===== src/rtl/psum_pkg.sv =====
// psum_pkg: shared FSM state encoding for the partial-sum accumulator
package psum_pkg;
  typedef enum logic [1:0] {IDLE, ACCUM, HOLD} psum_state_t;
endpackage


===== src/rtl/psum_sat.sv =====
// psum_sat: combinational signed clip acc[ACC_WIDTH] -> data[OUT_WIDTH] with sat flag when clipped
module psum_sat #(
  parameter int ACC_WIDTH = 48,
  parameter int OUT_WIDTH = 32
) (
  input  logic signed [ACC_WIDTH-1:0] acc,
  output logic        [OUT_WIDTH-1:0] data,
  output logic                        sat
);
  logic [ACC_WIDTH-OUT_WIDTH:0] top;
  assign top  = acc[ACC_WIDTH-1:OUT_WIDTH-1];
  assign sat  = !((&top) || !(|top));
  assign data = sat ? {acc[ACC_WIDTH-1], {(OUT_WIDTH-1){~acc[ACC_WIDTH-1]}}} : acc[OUT_WIDTH-1:0];
endmodule


===== src/rtl/psum_accum.sv =====
// psum_accum: sums cfg_beats signed beats (in_valid/in_ready/in_data) and emits a saturated total (out_valid/out_ready/out_data/out_sat); clk, sync active-high rst
module psum_accum
  import psum_pkg::*;
#(
  parameter  int IN_WIDTH  = 36,
  parameter  int MAX_BEATS = 256,
  parameter  int ACC_WIDTH = 48,
  parameter  int OUT_WIDTH = 32,
  localparam int CNT_WIDTH = $clog2(MAX_BEATS + 1)
) (
  input  logic                       clk,
  input  logic                       rst,
  input  logic       [CNT_WIDTH-1:0] cfg_beats,
  input  logic                       in_valid,
  output logic                       in_ready,
  input  logic signed [IN_WIDTH-1:0] in_data,
  output logic                       out_valid,
  input  logic                       out_ready,
  output logic       [OUT_WIDTH-1:0] out_data,
  output logic                       out_sat
);
  if (ACC_WIDTH < IN_WIDTH + $clog2(MAX_BEATS) || OUT_WIDTH > ACC_WIDTH) begin : g_bad_width
    $error("psum_accum: ACC_WIDTH must be >= IN_WIDTH + clog2(MAX_BEATS) and >= OUT_WIDTH");
  end
  psum_state_t state_q, state_d;
  logic signed [ACC_WIDTH-1:0] acc_q, acc_d, ext;
  logic [CNT_WIDTH-1:0] cnt_q, cnt_d, target_q, target_d, cfg_t;
  logic [OUT_WIDTH-1:0] out_data_q, out_data_d, sat_data;
  logic out_sat_q, out_sat_d, out_valid_q, out_valid_d, sat_flag, hs;
  assign in_ready  = state_q != HOLD;
  assign hs        = in_valid && in_ready;
  assign ext       = ACC_WIDTH'(in_data);
  assign cfg_t     = cfg_beats == '0 ? CNT_WIDTH'(1)
                   : cfg_beats > CNT_WIDTH'(MAX_BEATS) ? CNT_WIDTH'(MAX_BEATS) : cfg_beats;
  assign out_valid = out_valid_q;
  assign out_data  = out_data_q;
  assign out_sat   = out_sat_q;
  psum_sat #(.ACC_WIDTH(ACC_WIDTH), .OUT_WIDTH(OUT_WIDTH)) u_sat (
    .acc (acc_d),
    .data(sat_data),
    .sat (sat_flag)
  );
  always_comb begin
    state_d  = state_q;
    acc_d    = acc_q;
    cnt_d    = cnt_q;
    target_d = target_q;
    if (state_q == IDLE && hs) begin
      target_d = cfg_t;
      acc_d    = ext;
      cnt_d    = CNT_WIDTH'(1);
      state_d  = cfg_t == CNT_WIDTH'(1) ? HOLD : ACCUM;
    end else if (state_q == ACCUM && hs) begin
      acc_d   = acc_q + ext;
      cnt_d   = cnt_q + CNT_WIDTH'(1);
      state_d = cnt_d == target_q ? HOLD : ACCUM;
    end else if (state_q == HOLD && out_ready) begin
      state_d = IDLE;
    end
    out_valid_d = state_d == HOLD;
    out_data_d  = (out_valid_d && !out_valid_q) ? sat_data : out_data_q;
    out_sat_d   = (out_valid_d && !out_valid_q) ? sat_flag : out_sat_q;
  end
  always_ff @(posedge clk) begin
    if (rst) begin
      state_q     <= IDLE;
      acc_q       <= '0;
      cnt_q       <= '0;
      target_q    <= '0;
      out_data_q  <= '0;
      out_sat_q   <= 1'b0;
      out_valid_q <= 1'b0;
    end else begin
      state_q     <= state_d;
      acc_q       <= acc_d;
      cnt_q       <= cnt_d;
      target_q    <= target_d;
      out_data_q  <= out_data_d;
      out_sat_q   <= out_sat_d;
      out_valid_q <= out_valid_d;
    end
  end
  cfg_range_a: assert property (@(posedge clk) disable iff (rst)
    (hs && state_q == IDLE) |-> cfg_beats <= CNT_WIDTH'(MAX_BEATS));
endmodule


===== config.mk =====
export PLATFORM = sky130hd
export DESIGN_NAME = psum_accum
export DESIGN_NICKNAME = d
export VERILOG_FILES = /design/src/rtl/psum_pkg.sv /design/src/rtl/psum_sat.sv /design/src/rtl/psum_accum.sv
export SDC_FILE = /design/constraint.sdc
export NUM_CORES = 1
export LEC_CHECK = 0
export CAP_MARGIN = 10
export CORE_MARGIN = 2
export CORE_UTILIZATION = 48
export DETAILED_ROUTE_END_ITERATION = 7
export GPL_TIMING_DRIVEN = 0
export PLACE_DENSITY = 0.69
export SLEW_MARGIN = 25
export SYNTH_ARGS = -nofsm -noshare
export SYNTH_HDL_FRONTEND = slang
export SYNTH_HIERARCHICAL = 1
export SYNTH_SLANG_ARGS = --single-unit

===== constraint.sdc =====
create_clock -name clk -period 8.4 [get_ports clk]
set_input_delay 0.84 -clock clk [delete_from_list [all_inputs] [get_ports clk]]
set_output_delay 0.84 -clock clk [all_outputs]
set_load 0.005 [all_outputs]

==> results.py, run 1 <==
metrics = {
    "setup_path": {
        "r2r_setup_slack_ns": 3.46,
        "max_stage_delay_ns": 0.52,
        "r2r_start": "acc_q[0]",
        "path_max_fanout": 10,
        "crit_family": "compound AO/OA/AOI/OAI gates",
        "r2r_cells": 17,
        "cp.buffers_inverters": 3,
        "path_cells": "clkdlybuf4s50_1 -> ha_1 -> inv_1 -> fa_1 -> and2b_1 -> o211ai_1 -> a31oi_1 -> a21oi_1 -> o21ai_1 -> a31oi_1 -> nor4b_1 -> o31a_1 -> nor4_1 -> a41oi_1 -> buf_6 -> a21o_1 -> mux2i_1 -> nor2_1",
        "cp_data_required_time_ns": 8.63,
        "crit_top_cell": "a31oi_1",
        "path_class": "primary input to flop",
        "critPathCaptureType": "flop",
        "cp_slowest_cell": "o21ai_1",
        "start_kind": "primary input",
        "cp.arrival_ns": 5.83,
        "timing.rr.end": "out_data[29]",
    },
    "synth": {
        "ys_async_sr_fraction_pct": 0,
        "synth-edff-count": 0,
        "yosysSeqAreaShare_pct": 26.0,
        "yosysUniqueCellTypes": 72,
        "synthCells": 1009,
        "synth_seq_cells": 102,
        "syn_nets": 1107,
        "synth-main-ff-cell": "dfxtp_1",
        "syn_area_sq_mm": 0.00785,
        "syn_avg_cell_area_sq_um": 7.78,
        "yosys_warnings": 6,
    },
    "hold_path": {
        "worstHoldStart": "target_q[7]",
        "hp-class": "flop to flop",
        "hold_end": "target_q[7]",
        "whs_path_depth": 2,
    },
    "cts": {
        "hold_buffers": 0,
        "numCtsBuffers": 9,
        "postCtsResizedCells": 0,
        "cts_buffer_depth": 2,
        "htreeDepth": 3,
        "cts_root_buf": "clkbuf_16",
        "cts_tree": "built",
        "cts_sinks": 102,
        "cts_setup_buffers": 0,
        "path_clk_slew_ns": 0.07,
        "clock_latency_ns": 0.36,
    },
    "route": {
        "via_per_inst": 5.91,
        "via_count": 7818,
        "drtPass1Iterations": 5,
        "drtAntennaViolNets": 0,
        "drtIter0Drc": 549,
        "drc_errors": 0,
        "wl_per_cell_microns": 18.3,
        "wirelength_microns": 24200,
    },
    "die": {
        "die_w_microns": 132,
        "rows": 46,
        "die_h_microns": 132,
        "die_area_sq_mm": 0.0174,
        "core_sq_mm": 0.0159,
        "start_util_pct": 49.2,
        "ios": 84,
    },
    "placement": {
        "gp_congestion": 0.936,
        "hpwl_microns": 18600,
        "port_buffers": 82,
    },
    "cells_and_area": {
        "fillers": 1543,
        "utilization_pct": 58.2,
        "layout_commonest_cell": "nor2_1",
        "diodes": 0,
        "areaGrowthSynthToFinish_pct": 18.1,
        "nNetsFinal": 1200,
        "final_cell_mix": "107 x nor2_1, 102 x dfxtp_1, 93 x a21oi_1, 85 x nand2_1, 82 x clkdlybuf4s50_1",
        "drive_above_1_share_pct": 4.97,
    },
    "grt": {
        "grt_antenna_before_repair": 0,
        "grt_max_degree": 21,
        "grt_pass1_vias": 7449,
        "grt_pass1_wl_microns": 38600,
        "grt_remaining_overflow": 0,
        "track_usage_pct": 27.6,
    },
    "pwr": {
        "p_leak_uw": 0.00385,
        "power_density_mw_per_mm2": 186,
        "ir_drop_v": 0.000110,
    },
    "timing": {
        "hold_viol_final": 0,
        "clock.fmax_ghz": 0.179,
        "max-slew-margin-rel_pct": 34.9,
        "rsz0062_at_grt": "false",
        "min_period_over_period_pct": 66.6,
        "fin_setup_tns_ns": 0,
        "setup_viol": 0,
        "maxSlewViolCount": 0,
        "timing.final.crit_period_ns": 5.59,
        "worstMarginPinSlew_ns": 0.951,
        "fin_skew_ns": 0.00689,
    },
    "flow_run": {
        "maxCapViolCount": 0,
    },
    "outcome": {
        "status": "finished, final reports clean",
    },
}
## how the worst max path moves through the flow
stage,from,depth (start not counted),endpoint,slack (ns)
2_1_floorplan,in_data[0],18,out_data[1],3.92
6_report,in_data[0],18,out_data[29],2.81
4_1_cts,in_data[0],19,out_data[18],2.92
5_1_grt,in_data[0],19,out_data[21],2.51
3_3_place_gp,in_data[0],19,out_data[15],2.58
3_5_place_dp,in_data[0],19,out_data[17],2.59
## cells in the mapped netlist, types with 9 or more instances
master / number / area [sq um]
a211oi_1: 18 / 135
a21o_1: 51 / 383
a21oi_1: 93 / 465
a31oi_1: 12 / 75.1
and2_1: 34 / 213
and3_1: 9 / 56.3
clkbuf_1: 39 / 146
dfxtp_1: 102 / 2040
ha_1: 48 / 601
inv_1: 23 / 86.3
mux2i_1: 58 / 581
nand2_1: 85 / 319
nand3_1: 17 / 85.1
nand3b_1: 10 / 75.1
nand4_1: 13 / 81.3
nor2_1: 107 / 402
nor2b_1: 9 / 56.3
nor3_1: 22 / 110
nor4_1: 10 / 62.6
o211ai_1: 10 / 75.1
o21a_1: 9 / 67.6
o21ai_0: 64 / 320
xnor2_1: 33 / 289
xor2_1: 16 / 140
## per-stage QoR
stage	power, uW	worst slack [ns]	area, sq um	hold WS (ns)	cells
6_report	1720	2.81	9270	0.462	1323
5_1_grt	1810	2.51	9270	0.485	1323
4_1_cts	1710	2.92	9270	0.466	1323
3_5_place_dp	1240	2.59	8940	0.458	1307
3_3_place_gp	1230	2.58	8940	0.452	1307
2_1_floorplan	1030	3.92	7850	0.444	1009
## routing by layer
metal	track usage [%]	vias up	wire, microns
met4	10.7	0	759
li1	-	3843	-
met5	0	-	0
met3	5.00	51	1920
met1	38.0	3628	11100
met2	42.9	296	10500
## registers in the layout (all words and copies together), names as in the netlist
name / flops
acc_q: 48
cnt_q: 9
out_data: 32
out_sat: 1
out_valid: 1
state_q: 2
target_q: 9
## power by group
| part | internal (uW) | switching, uW |
|---|---|---|
| clock | 272 | 208 |
| sequential | 531 | 30.6 |
| combinational | 288 | 393 |
## cells by family (layout without fill, tap and decap cells)
group | count (synthesis) | in the layout | share of synthesized area, %
AND/OR/NAND/NOR | 346 | 346 | 21.5
multiplexers | 61 | 61 | 7.83
XOR/XNOR | 49 | 49 | 5.47
buffers and inverters | 82 | 180 | 4.67
adder cells (fa/ha/maj) | 49 | 49 | 7.91
AO/OA/AOI/OAI | 320 | 320 | 26.7
flip-flops | 102 | 102 | 26.0
## cell type report
cell class / instances / area (sq um) / area share [%]
repair buffers: 82 / 821 / 8.85
clock inverters: 6 / 92.6 / 0.999
plain buffers: 59 / 280 / 3.02
clock buffers: 10 / 239 / 2.58
inverters: 23 / 86.3 / 0.931
flip-flops and latches: 102 / 2040 / 22.0
well taps: 216 / 270 / 2.91
multi-input cells: 825 / 5440 / 58.7
## worst register-to-register path: stages (launching register included)
cell,delay [ns]
dfxtp_1,0.33
ha_1,0.17
inv_1,0.06
fa_1,0.39
and2b_1,0.23
o211ai_1,0.13
a31oi_1,0.46
a21oi_1,0.32
o21ai_1,0.52
a31oi_1,0.23
nor4b_1,0.20
o31a_1,0.40
nor4_1,0.32
a41oi_1,0.43
buf_6,0.28
a21o_1,0.18
mux2i_1,0.12
nor2_1,0.05
Power figures use the tool's default switching activity.
==> run 2: changes to the inputs <==
==> constraint.sdc (replaced) <==
create_clock -name clk -period 5.3 [get_ports clk]
set_input_delay 0.53 -clock clk [delete_from_list [all_inputs] [get_ports clk]]
set_output_delay 0.53 -clock clk [all_outputs]
set_load 0.005 [all_outputs]
==> results.py, run 2 (synthesis results as in run 1) <==
metrics = {
    "route": {
        "wirelength_microns": 24400,
        "drtIter0Drc": 596,
        "wl_per_cell_microns": 18.4,
        "via_per_inst": 5.89,
        "drc_errors": 0,
        "drtPass1Iterations": 5,
        "drtAntennaViolNets": 0,
        "via_count": 7790,
    },
    "die": {
        "start_util_pct": 49.2,
        "core_sq_mm": 0.0159,
        "die_area_sq_mm": 0.0174,
        "rows": 46,
        "die_h_microns": 132,
        "ios": 84,
        "die_w_microns": 132,
    },
    "setup_path": {
        "path_class": "primary input to flop",
        "cp_slowest_cell": "o41ai_4",
        "path_max_fanout": 10,
        "crit_top_cell": "a21oi_1",
        "cp_data_required_time_ns": 5.60,
        "critPathCaptureType": "flop",
        "max_stage_delay_ns": 0.63,
        "path_cells": "clkdlybuf4s50_1 -> ha_1 -> inv_1 -> fa_1 -> and2b_1 -> o211ai_1 -> a31oi_2 -> a21oi_1 -> o21ai_2 -> a21oi_1 -> o21ai_0 -> mux2_2 -> nand2_1 -> nand4_2 -> o41ai_4 -> buf_6 -> a21o_1 -> mux2i_1 -> nor2_1",
        "start_kind": "primary input",
        "cp.arrival_ns": 5.28,
    },
    "pwr": {
        "p_leak_uw": 0.00386,
        "ir_drop_v": 0.000176,
        "power_density_mw_per_mm2": 294,
    },
    "timing": {
        "rsz0062_at_grt": "false",
        "setup_viol": 0,
        "max-slew-margin-rel_pct": 41.3,
        "worstMarginPinSlew_ns": 0.880,
        "fin_setup_tns_ns": 0,
        "min_period_over_period_pct": 94.1,
        "hold_viol_final": 0,
        "clock.fmax_ghz": 0.201,
        "timing.final.crit_period_ns": 4.99,
        "maxSlewViolCount": 0,
        "fin_skew_ns": 0.00649,
        "layout_setup_ws_ns": 0.314,
    },
    "cts": {
        "clock_latency_ns": 0.36,
        "cts_sinks": 102,
        "path_clk_slew_ns": 0.07,
        "cts_tree": "built",
        "cts_root_buf": "clkbuf_16",
        "cts_setup_buffers": 0,
        "postCtsResizedCells": 0,
        "hold_buffers": 0,
        "cts_buffer_depth": 2,
        "htreeDepth": 3,
        "numCtsBuffers": 9,
    },
    "grt": {
        "grt_pass1_vias": 7449,
        "grt_remaining_overflow": 0,
        "grt_max_degree": 21,
        "track_usage_pct": 27.6,
        "grt_pass1_wl_microns": 38600,
        "grt_antenna_before_repair": 0,
    },
    "placement": {
        "gp_congestion": 0.936,
        "dp_worst_setup_slack_ns": -0.202,
        "port_buffers": 82,
        "hpwl_microns": 18600,
        "placed_cell_area_sq_mm": 0.00894,
        "dp_cells": 1307,
    },
    "cells_and_area": {
        "drive_above_1_share_pct": 5.33,
        "largest_reg_flops": 48,
        "regMostFlops": "acc_q",
        "nNetsFinal": 1200,
        "fillers": 1541,
        "final_cell_mix": "107 x nor2_1, 102 x dfxtp_1, 93 x a21oi_1, 85 x nand2_1, 82 x clkdlybuf4s50_1",
        "multi_input_area_sq_mm": 0.00547,
        "diodes": 0,
        "final_cells": 1323,
        "utilization_pct": 58.4,
        "layout_commonest_cell": "nor2_1",
        "seq_area_sq_mm": 0.00204,
        "fin_area_sq_mm": 0.00931,
        "areaGrowthSynthToFinish_pct": 18.5,
    },
    "hold_path": {
        "hp-class": "flop to flop",
    },
    "outcome": {
        "status": "finished, final reports clean",
    },
    "flow_run": {
        "maxCapViolCount": 0,
    },
}
[run 2: cell counts in the layout (fill, tap and decap cells not counted)]
Identical to the previous run, type by type.
[run 2: final cells by class]
class | instances | share of cell area, %
Buffer | 59 | 3.01
Clock buffer | 10 | 2.57
Clock inverter | 6 | 0.995
Inverter | 23 | 0.928
Multi-Input combinational cell | 825 | 58.8
Sequential cell | 102 | 21.9
Tap cell | 216 | 2.90
Timing Repair Buffer | 82 | 8.82
[run 2: worst max-delay path: cells and delay by family]
family	cells	cell delay [ns]
buffers and inverters	3	0.76
AOI/OAI and AO/OA	8	2.36
adders and majority gates	2	0.57
muxes	2	0.46
and+or+nand+nor	4	0.61
[run 2: path summary, 6_finish.rpt]
check / slack [ns] / cells past startpoint / to / startpoint
max: 0.31 / 19 / out_data[29] / in_data[0]
max reg2reg: 0.65 / 18 / out_data[29] / acc_q[0]
min: 0.46 / 2 / target_q[7] / target_q[7]
min reg2reg: 0.46 / 2 / target_q[7] / target_q[7]
[run 2: power breakdown]
group | internal (uW) | switching, uW
clock network | 432 | 328
registers | 842 | 48.4
logic | 459 | 626
total | 1730 | 1000
[run 2: metrics by stage]
stage,hold slack [ns],total power (uW)
final,0.462,2730
after global placement,0.452,1950
after detailed placement,0.458,1960
after floorplan,0.444,1630
after global routing,0.485,2880
after CTS,0.466,2720
[run 2: per-layer routing]
layer | track usage, % | vias to the layer above | wire (microns)
li1 | - | 3846 | -
met1 | 38.0 | 3596 | 11100
met2 | 42.9 | 299 | 10600
met3 | 5.00 | 49 | 1950
met4 | 10.7 | 0 | 718
met5 | 0 | - | 0
